**src/rtl/iq_chirp_sequencer.sv**
```systemverilog
// Burst/gap sequencer that drives a quadratic-phase (linear chirp) word to
// an IQ modulator. All outputs are registered from the next-state values.
module iq_chirp_sequencer #(
    parameter int ADDR_W = 10,
    parameter int CNT_W  = 16,
    parameter int REP_W  = 8
) (
    input  logic              clk_in,
    input  logic              rst_in,
    input  logic              start_in,
    input  logic              abort_in,
    input  logic [CNT_W-1:0]  cfg_len,
    input  logic [CNT_W-1:0]  cfg_gap,
    input  logic [REP_W-1:0]  cfg_rep,
    input  logic [ADDR_W-1:0] cfg_step,
    input  logic [ADDR_W-1:0] cfg_rate,
    output logic              en_out,
    output logic [ADDR_W-1:0] step_out,
    output logic [ADDR_W-1:0] mod_phase_out,
    output logic              busy_out,
    output logic              done_out,
    output logic [2:0]        state_out
);

    // start_in is a one-cycle request taken only in IDLE with abort_in low;
    // abort_in is a level that wins over every other transition.
    typedef enum logic [2:0] {
        S_IDLE  = 3'd0,
        S_LOAD  = 3'd1,
        S_BURST = 3'd2,
        S_GAP   = 3'd3,
        S_DONE  = 3'd4
    } state_t;

    localparam logic [CNT_W-1:0] CNT_ONE = CNT_W'(1);
    localparam logic [REP_W-1:0] REP_ONE = REP_W'(1);

    state_t             state_q, state_d;
    logic [CNT_W-1:0]   len_q, len_d;
    logic [CNT_W-1:0]   gap_q, gap_d;
    logic [REP_W-1:0]   rep_q, rep_d;
    logic [ADDR_W-1:0]  step_q, step_d;
    logic [ADDR_W-1:0]  rate_q, rate_d;
    logic [CNT_W-1:0]   cnt_q, cnt_d;
    logic [CNT_W-1:0]   gcnt_q, gcnt_d;
    logic [REP_W-1:0]   bcnt_q, bcnt_d;
    logic [ADDR_W-1:0]  p_q, p_d;
    logic [ADDR_W-1:0]  f_q, f_d;
    logic               en_q, en_d;
    logic [ADDR_W-1:0]  phase_q, phase_d;
    logic               busy_q, busy_d;
    logic               done_q, done_d;

    always_comb begin
        state_d = state_q;
        len_d   = len_q;
        gap_d   = gap_q;
        rep_d   = rep_q;
        step_d  = step_q;
        rate_d  = rate_q;
        cnt_d   = cnt_q;
        gcnt_d  = gcnt_q;
        bcnt_d  = bcnt_q;
        p_d     = p_q;
        f_d     = f_q;

        case (state_q)
            S_IDLE: begin
                if (start_in && !abort_in && (cfg_len != '0)) begin
                    state_d = S_LOAD;
                end
            end
            S_LOAD: begin
                len_d   = cfg_len;
                gap_d   = cfg_gap;
                rep_d   = cfg_rep;
                step_d  = cfg_step;
                rate_d  = cfg_rate;
                cnt_d   = '0;
                gcnt_d  = '0;
                bcnt_d  = '0;
                p_d     = '0;
                f_d     = '0;
                state_d = S_BURST;
            end
            S_BURST: begin
                if (cnt_q == len_q - CNT_ONE) begin
                    // Phase and frequency restart so every burst is the same chirp.
                    bcnt_d = bcnt_q + REP_ONE;
                    cnt_d  = '0;
                    p_d    = '0;
                    f_d    = '0;
                    if ((rep_q != '0) && (bcnt_d == rep_q)) begin
                        state_d = S_DONE;
                    end else if (gap_q == '0) begin
                        state_d = S_BURST;
                    end else begin
                        gcnt_d  = '0;
                        state_d = S_GAP;
                    end
                end else begin
                    cnt_d = cnt_q + CNT_ONE;
                    p_d   = p_q + f_q;
                    f_d   = f_q + rate_q;
                end
            end
            S_GAP: begin
                if (gcnt_q == gap_q - CNT_ONE) begin
                    gcnt_d  = '0;
                    state_d = S_BURST;
                end else begin
                    gcnt_d = gcnt_q + CNT_ONE;
                end
            end
            S_DONE: begin
                state_d = S_IDLE;
            end
            default: begin
                state_d = S_IDLE;
            end
        endcase

        if (abort_in && (state_q != S_IDLE)) begin
            state_d = S_IDLE;
        end

        en_d    = (state_d == S_BURST);
        phase_d = en_d ? p_d : '0;
        busy_d  = (state_d != S_IDLE);
        done_d  = (state_d == S_DONE);
    end

    always_ff @(posedge clk_in or negedge rst_in) begin
        if (!rst_in) begin
            state_q <= S_IDLE;
            len_q   <= '0;
            gap_q   <= '0;
            rep_q   <= '0;
            step_q  <= '0;
            rate_q  <= '0;
            cnt_q   <= '0;
            gcnt_q  <= '0;
            bcnt_q  <= '0;
            p_q     <= '0;
            f_q     <= '0;
            en_q    <= 1'b0;
            phase_q <= '0;
            busy_q  <= 1'b0;
            done_q  <= 1'b0;
        end else begin
            state_q <= state_d;
            len_q   <= len_d;
            gap_q   <= gap_d;
            rep_q   <= rep_d;
            step_q  <= step_d;
            rate_q  <= rate_d;
            cnt_q   <= cnt_d;
            gcnt_q  <= gcnt_d;
            bcnt_q  <= bcnt_d;
            p_q     <= p_d;
            f_q     <= f_d;
            en_q    <= en_d;
            phase_q <= phase_d;
            busy_q  <= busy_d;
            done_q  <= done_d;
        end
    end

    assign en_out        = en_q;
    assign step_out      = step_q;
    assign mod_phase_out = phase_q;
    assign busy_out      = busy_q;
    assign done_out      = done_q;
    assign state_out     = state_q;

endmodule

```
**config.mk**
```make
export PLATFORM = sky130hd
export DESIGN_NAME = iq_chirp_sequencer
export DESIGN_NICKNAME = d
export VERILOG_FILES = /design/src/rtl/iq_chirp_sequencer.sv
export SDC_FILE = /design/constraint.sdc
export NUM_CORES = 1
export LEC_CHECK = 0
export CAP_MARGIN = 10
export CORE_ASPECT_RATIO = 1.25
export CORE_MARGIN = 2
export CORE_UTILIZATION = 40
export CTS_BUF_LIST = sky130_fd_sc_hd__clkbuf_4 sky130_fd_sc_hd__clkbuf_8 sky130_fd_sc_hd__clkbuf_16
export DETAILED_ROUTE_END_ITERATION = 10
export PLACE_DENSITY = 0.7
export SYNTH_ARGS = -nofsm -noshare
export SYNTH_HDL_FRONTEND = slang
export SYNTH_SLANG_ARGS = --single-unit
```
**constraint.sdc**
```tcl
create_clock -name clk_in -period 3.2 [get_ports clk_in]
set_clock_uncertainty 0.15 [all_clocks]
set_input_delay 0.8 -clock clk_in [delete_from_list [all_inputs] [get_ports clk_in]]
set_output_delay 0.8 -clock clk_in [all_outputs]
set_load 0.005 [all_outputs]
```
# --- Word level (Yosys, flattened, before mapping) ---
# Index checks and enable logic that the tools add are counted.
word_totals:
  regBits: 136
  output_inout_bits: 26
  wordCells: 69
  n_memories: 0
  latchBits: 0
  mem_bits_rw: 0
  romBits: 0
  inputBits: 64
op_classes:
  n_reduce_logical: 15
  div_mod_pow: 0
  eq_ne: 11
  order_cmp: 0
  bitwise_logic: 0
  add_sub_neg: 7
  mux: 21
  multipliers: 0
  shift: 0
ops:
  columns: ["cell", "count"]
  rows:
  - ["16-bit two-way mux", 5]
  - ["16-bit one-hot mux with 3 select lines", 1]
  - ["10-bit one-hot mux with 2 select lines", 2]
  - ["16-bit by 1-bit adder with 16-bit output, second input constant", 2]
  - ["16-bit == test", 2]
  - ["16-bit one-hot mux with 2 select lines", 1]
  - ["16-bit by 1-bit subtractor with 16-bit output, second input constant", 2]
  - ["10-bit two-way mux", 3]
  - ["10-bit adder", 2]
  - ["16-bit logical NOT", 1]
  - ["8-bit one-hot mux with 2 select lines", 1]
  - ["16-bit nonzero test", 1]
  - ["3-bit two-way mux", 5]
  - ["3-bit one-hot mux with 4 select lines", 1]
  - ["3-bit by 2-bit == test with 1-bit output, second input constant", 3]
  - ["3-bit nonzero test", 3]
  - ["8-bit by 1-bit adder with 8-bit output, second input constant", 1]
  - ["8-bit == test", 1]
  - ["8-bit two-way mux", 1]
  - ["8-bit nonzero test", 1]
  - ["2-bit != test, second input constant", 3]
  - ["1-bit logical AND", 4]
  - ["4-bit AND reduction", 1]
  - ["3-bit by 1-bit == test with 1-bit output, second input constant", 1]
  - ["other kinds (6)", 6]

# --- Longest topological paths before layout ---
depth:
  word_depth: 9
  ltp_mapped: 12
  ltp_nobuf: 10

# --- Worst setup path after synthesis ---
# Ideal clock, no wire load.
synth_timing:
  path_kind: "flip-flop to flip-flop"
  start: "register len_q[5]"
  end: "register phase_q[0], in the netlist mod_phase_out[0]"
  setup_slack_ns: -0.143
  path_buffers: 2
  period_less_slack_ns: 3.343
  setup_time_ns: 0.117
  t_arrival_ns: 3.076
  stages_incl_launch_ff: 11
  cell_sequence: "dfrtp_1 > nor4_1 > nand4_1 > xnor2_1 > or4_1 > or4_4 > buf_6 > o41ai_4 > nor3b_1 > buf_6 > and2_4"
synth_between:
  elab_chain_len: 7
synth_rtl:
  columns: ["element", "line_no", "rtl"]
  rows:
  - ["start, declared", "39", "logic [CNT_W-1:0] len_q, len_d;"]
  - ["start signal, assigned", "152", "len_q <= len_d;"]
  - ["16-bit by 1-bit subtractor with 16-bit output", "87", "if (cnt_q == len_q - CNT_ONE) begin"]
  - ["16-bit == test", "87", null]
  - ["3-bit two-way mux", "87", null]
  - ["3-bit one-hot mux with 4 select lines", "67", "case (state_q)"]
  - ["3-bit two-way mux", "123", "if (abort_in && (state_q != S_IDLE)) begin"]
  - ["3-bit by 2-bit == test with 1-bit output", "127", "en_d = (state_d == S_BURST);"]
  - ["named net en_d", "49", "logic en_q, en_d;"]
  - ["10-bit two-way mux", "128", "phase_d = en_d ? p_d : '0;"]
  - ["named net phase_d[0]", "50", "logic [ADDR_W-1:0] phase_q, phase_d;"]
  - ["end signal, assigned", "163", "phase_q <= phase_d;"]
  - ["end, declared", "50", null]
# The timed path passes the listed nets, and every way through them passes these cells.
# A chain may end at the register's enable or synchronous reset.

# --- Final worst setup path ---
layout_timing:
  start: "register len_q[8]"
  end: "register phase_q[2], in the netlist mod_phase_out[2]"
layout_between:
  elab_chain_len: 7
layout_rtl:
  columns: ["element", "line_no"]
  rows:
  - ["16-bit by 1-bit subtractor with 16-bit output *", "87"]
  - ["16-bit == test *", "87"]
  - ["3-bit two-way mux", "87"]
  - ["3-bit one-hot mux with 4 select lines", "67"]
  - ["3-bit two-way mux", "123"]
  - ["3-bit by 2-bit == test with 1-bit output", "127"]
  - ["10-bit two-way mux *", "128"]
  - ["named net phase_d[2]", "50"]
# Mark *: on every way through the listed nets, which the timed path passes. The rest lies on a longest branch.

==> impl_metrics.toml <==
[synthesis]
synthFlopType = "sky130_fd_sc_hd__dfrtp_1"
postSynth.asyncResetShare = 1.00
yosysSeqAreaShare = 0.448
synth_cells = 841
post_synth.cell_area_avg_um2 = 9.03
synthesized_netlist_net_count = 930
ys.warnings.count = 0
ys_seq_elements = 136
synth_enable_flop_cells = 0
yosysUniqueCellTypes = 62
netlist_area_um2 = 7590

[setup_path]
critical_path.endpoint_type = "flip-flop"
worst_ep_required_time_ns = 3.36
r2r-end = "mod_phase_out[2]"
crit_chain = "or4_4 > o31a_1 > o32ai_2 > o21ba_4 > or4_4 > o41ai_4 > nor3b_2 > buf_12 > and2_4"
r2r.worst_path.cells = 9
critical-path-top-cell-by-count = "sky130_fd_sc_hd__or4_4"
critical_path_source_type = "flip-flop"
cpPeakStageDelay_ns = 0.57
r2r-start = "len_q[8]"
critical_path_start_end_classification = "flip-flop to flip-flop"
worst-r2r-setup-slack_ns = 0.04
crit_path_top_delay_cell = "sky130_fd_sc_hd__or4_4"
crit_arrival_ns = 3.32
timing.critical_path.fanout_max = 11

[sta]
slew_violations = 0
finalCriticalPeriod_ns = 3.16
report.final.hold_viol_count = 0
slew-limit-headroom = 0.533
max_freq_mhz = 316
postLayoutSetupSlackWorst_ns = 0.0395
period_utilisation_layout = 0.988
worst_slew_pin_slew_ns = 0.700
totalNegativeSetupSlack_ns = 0
final-setup-viol-count = 0
grt_setup_unrepaired = "yes"

[global_routing]
gr-total-overflow = 0
grtUsageTotal = 0.195
grt_start_max_net_pins = 60
first_global_vias = 6518
first_pass_grt_wire_length_um = 31500
antenna_found_initial = 0

[cts]
cts-root-buf = "sky130_fd_sc_hd__clkbuf_16"
max-clock-path-buffers = 2
cts.clk_slew.worst_paths_ns = 0.06
htree_num_levels = 4
cts_buffers = 17
cts-hold-fix-buffers = 0
clock_latency_late_sink_ns = 0.42
cts.sinks = 136
tritoncts = "done"

[finish]
most_common_cell_after_layout_fill_and_taps_aside = "sky130_fd_sc_hd__nand2_1"
layout_common_cells = "209 x sky130_fd_sc_hd__nand2_1, 135 x sky130_fd_sc_hd__dfrtp_1, 88 x sky130_fd_sc_hd__clkdlybuf4s50_1"
n_antenna_cell = 0
post_route_cells_drive_above_1_share = 0.146
layout.filler_cells = 1658
area_growth_syn_to_layout_pct = 29.7
layout.nets = 1065
stdcell_count = 1221

[pwr]
power.density_nw_per_um2 = 903
cellLeakagePower_nw = 4.62
power.ir.vdd_worst_mv = 0.440

[placed_design]
globalplace.congestion = 0.880
dp.cells = 1182
dpl.hpwl_um = 13700
numPortBuffers = 89
pre_cts_slack_ns = -0.194

[drt]
wirelength_um = 19000
post-route-drc-count = 0
antenna_violating_nets_post_route = 0
wl_per_cell_um = 15.5
drt-pass1-iter-count = 4
detailroute.via_count = 6519
route.detailed.vias_per_inst = 5.34
drt_iter0_markers = 389

[min_path]
hold_path_class = "input port to asynchronous set/reset pin"

[die]
initial_utilization = 0.406
die_area_um2 = 20100
num_rows = 56
top_ports = 90
core_area_um2 = 18700
die-width_um = 127
floorplan_die_height_um = 158

[status]
run_status = "finished, final reports clean"

[flow_run]
drv.max_cap_violation_count = 0
logic make-up (layout without fill, tap and decap cells):
logic type                 Yosys count  after routing  synth area share
DFF                                136            136             0.448
and+or+nand+nor                    411            411             0.261
xor gates and xnor gates            72             72            0.0831
muxes                                6              6           0.00824
buffers and inverters               46            194            0.0249
adders and majority gates           25             25            0.0432
AOI/OAI and AO/OA                  145            145             0.131
synth_stat cells (4+ instances only):
master,count,share of area
sky130_fd_sc_hd__a21oi_1,36,0.024
sky130_fd_sc_hd__clkbuf_1,25,0.012
sky130_fd_sc_hd__ha_1,23,0.038
sky130_fd_sc_hd__o311a_1,4,0.0053
sky130_fd_sc_hd__a22o_1,21,0.024
sky130_fd_sc_hd__o21ai_0,26,0.017
sky130_fd_sc_hd__dfrtp_1,136,0.45
sky130_fd_sc_hd__a31oi_1,13,0.011
sky130_fd_sc_hd__xnor2_1,35,0.040
sky130_fd_sc_hd__inv_1,15,0.0074
sky130_fd_sc_hd__and2_4,9,0.010
sky130_fd_sc_hd__nand4_1,5,0.0041
sky130_fd_sc_hd__nor3b_1,4,0.0040
sky130_fd_sc_hd__nor4_1,20,0.016
sky130_fd_sc_hd__nand2b_1,6,0.0049
sky130_fd_sc_hd__nand3_1,27,0.018
sky130_fd_sc_hd__or4_1,4,0.0040
sky130_fd_sc_hd__mux2i_1,4,0.0053
sky130_fd_sc_hd__or3_1,17,0.014
sky130_fd_sc_hd__nand2_1,210,0.10
sky130_fd_sc_hd__nor2_1,45,0.022
sky130_fd_sc_hd__nor3_1,19,0.013
sky130_fd_sc_hd__or2_2,6,0.0049
sky130_fd_sc_hd__and3_1,16,0.013
sky130_fd_sc_hd__xor2_1,37,0.043
sky130_fd_sc_hd__a21o_1,15,0.015
flip-flops by register name, indices dropped and copies added (netlist names), 10 cells and up:
name / count
p_q: 10
gap_q: 16
f_q: 10
rate_q: 10
gcnt_q: 16
cnt_q: 16
mod_phase_out: 10
step_out: 10
len_q: 16
layer usage:
| metal | routed length [um] | global-route usage | vias up |
|---|---|---|---|
| met5 | 0 | 0 | - |
| met4 | 372 | 0.0670 | 0 |
| met3 | 551 | 0.0395 | 30 |
| met2 | 9770 | 0.343 | 105 |
| met1 | 8260 | 0.240 | 3159 |
| li1 | - | - | 3225 |
worst max-delay path: cells and delay by family, from the launching register on:
kind / cells / cell delay, ns
and+or+nand+nor: 4 / 1.39
AOI/OAI and AO/OA: 4 / 0.98
DFF: 1 / 0.38
buffers and inverters: 1 / 0.16
through the flow:
stage	power (mW)	utilization	cell area, um^2	hold slack, ns
after floorplan	5.40	-	7610	0.302
after detailed placement	6.88	0.486	9100	0.312
final	8.89	0.526	9850	0.157
after global placement	6.77	0.486	9100	0.308
after global routing	9.58	0.526	9850	0.191
after CTS	8.76	0.518	9690	0.172
worst max-delay path by stage:
stage,end,start
detailed placement,gcnt_q[7],gap_q[0]
global route,mod_phase_out[8],len_q[8]
global placement,mod_phase_out[9],gap_q[0]
finish,mod_phase_out[2],len_q[8]
floorplan,mod_phase_out[0],len_q[9]
CTS,mod_phase_out[2],len_q[1]
report_power, final:
| group | internal (mW) | switching [mW] | total (mW) |
|---|---|---|---|
| registers | 2.31 | 0.507 | 2.81 |
| clock network | 1.08 | 0.753 | 1.83 |
| logic | 2.10 | 2.15 | 4.25 |
repair_timing:
item / in CTS / in global routing
gates resized for setup: 5 / 26
endpoints found under the setup margin: 46 / 40
setup buffers: 3 / 5
pin swaps: 2 / 4
layout make-up:
cell class,count,area (um^2),area share
clock inverter,13,106,0.0108
clock buffer,19,440,0.0447
tap,232,290,0.0295
inverter,15,56.3,0.00572
multi-input combinational,659,4150,0.422
sequential,136,3400,0.346
timing repair buffer,147,1400,0.142
Power figures use the tool's default switching activity.
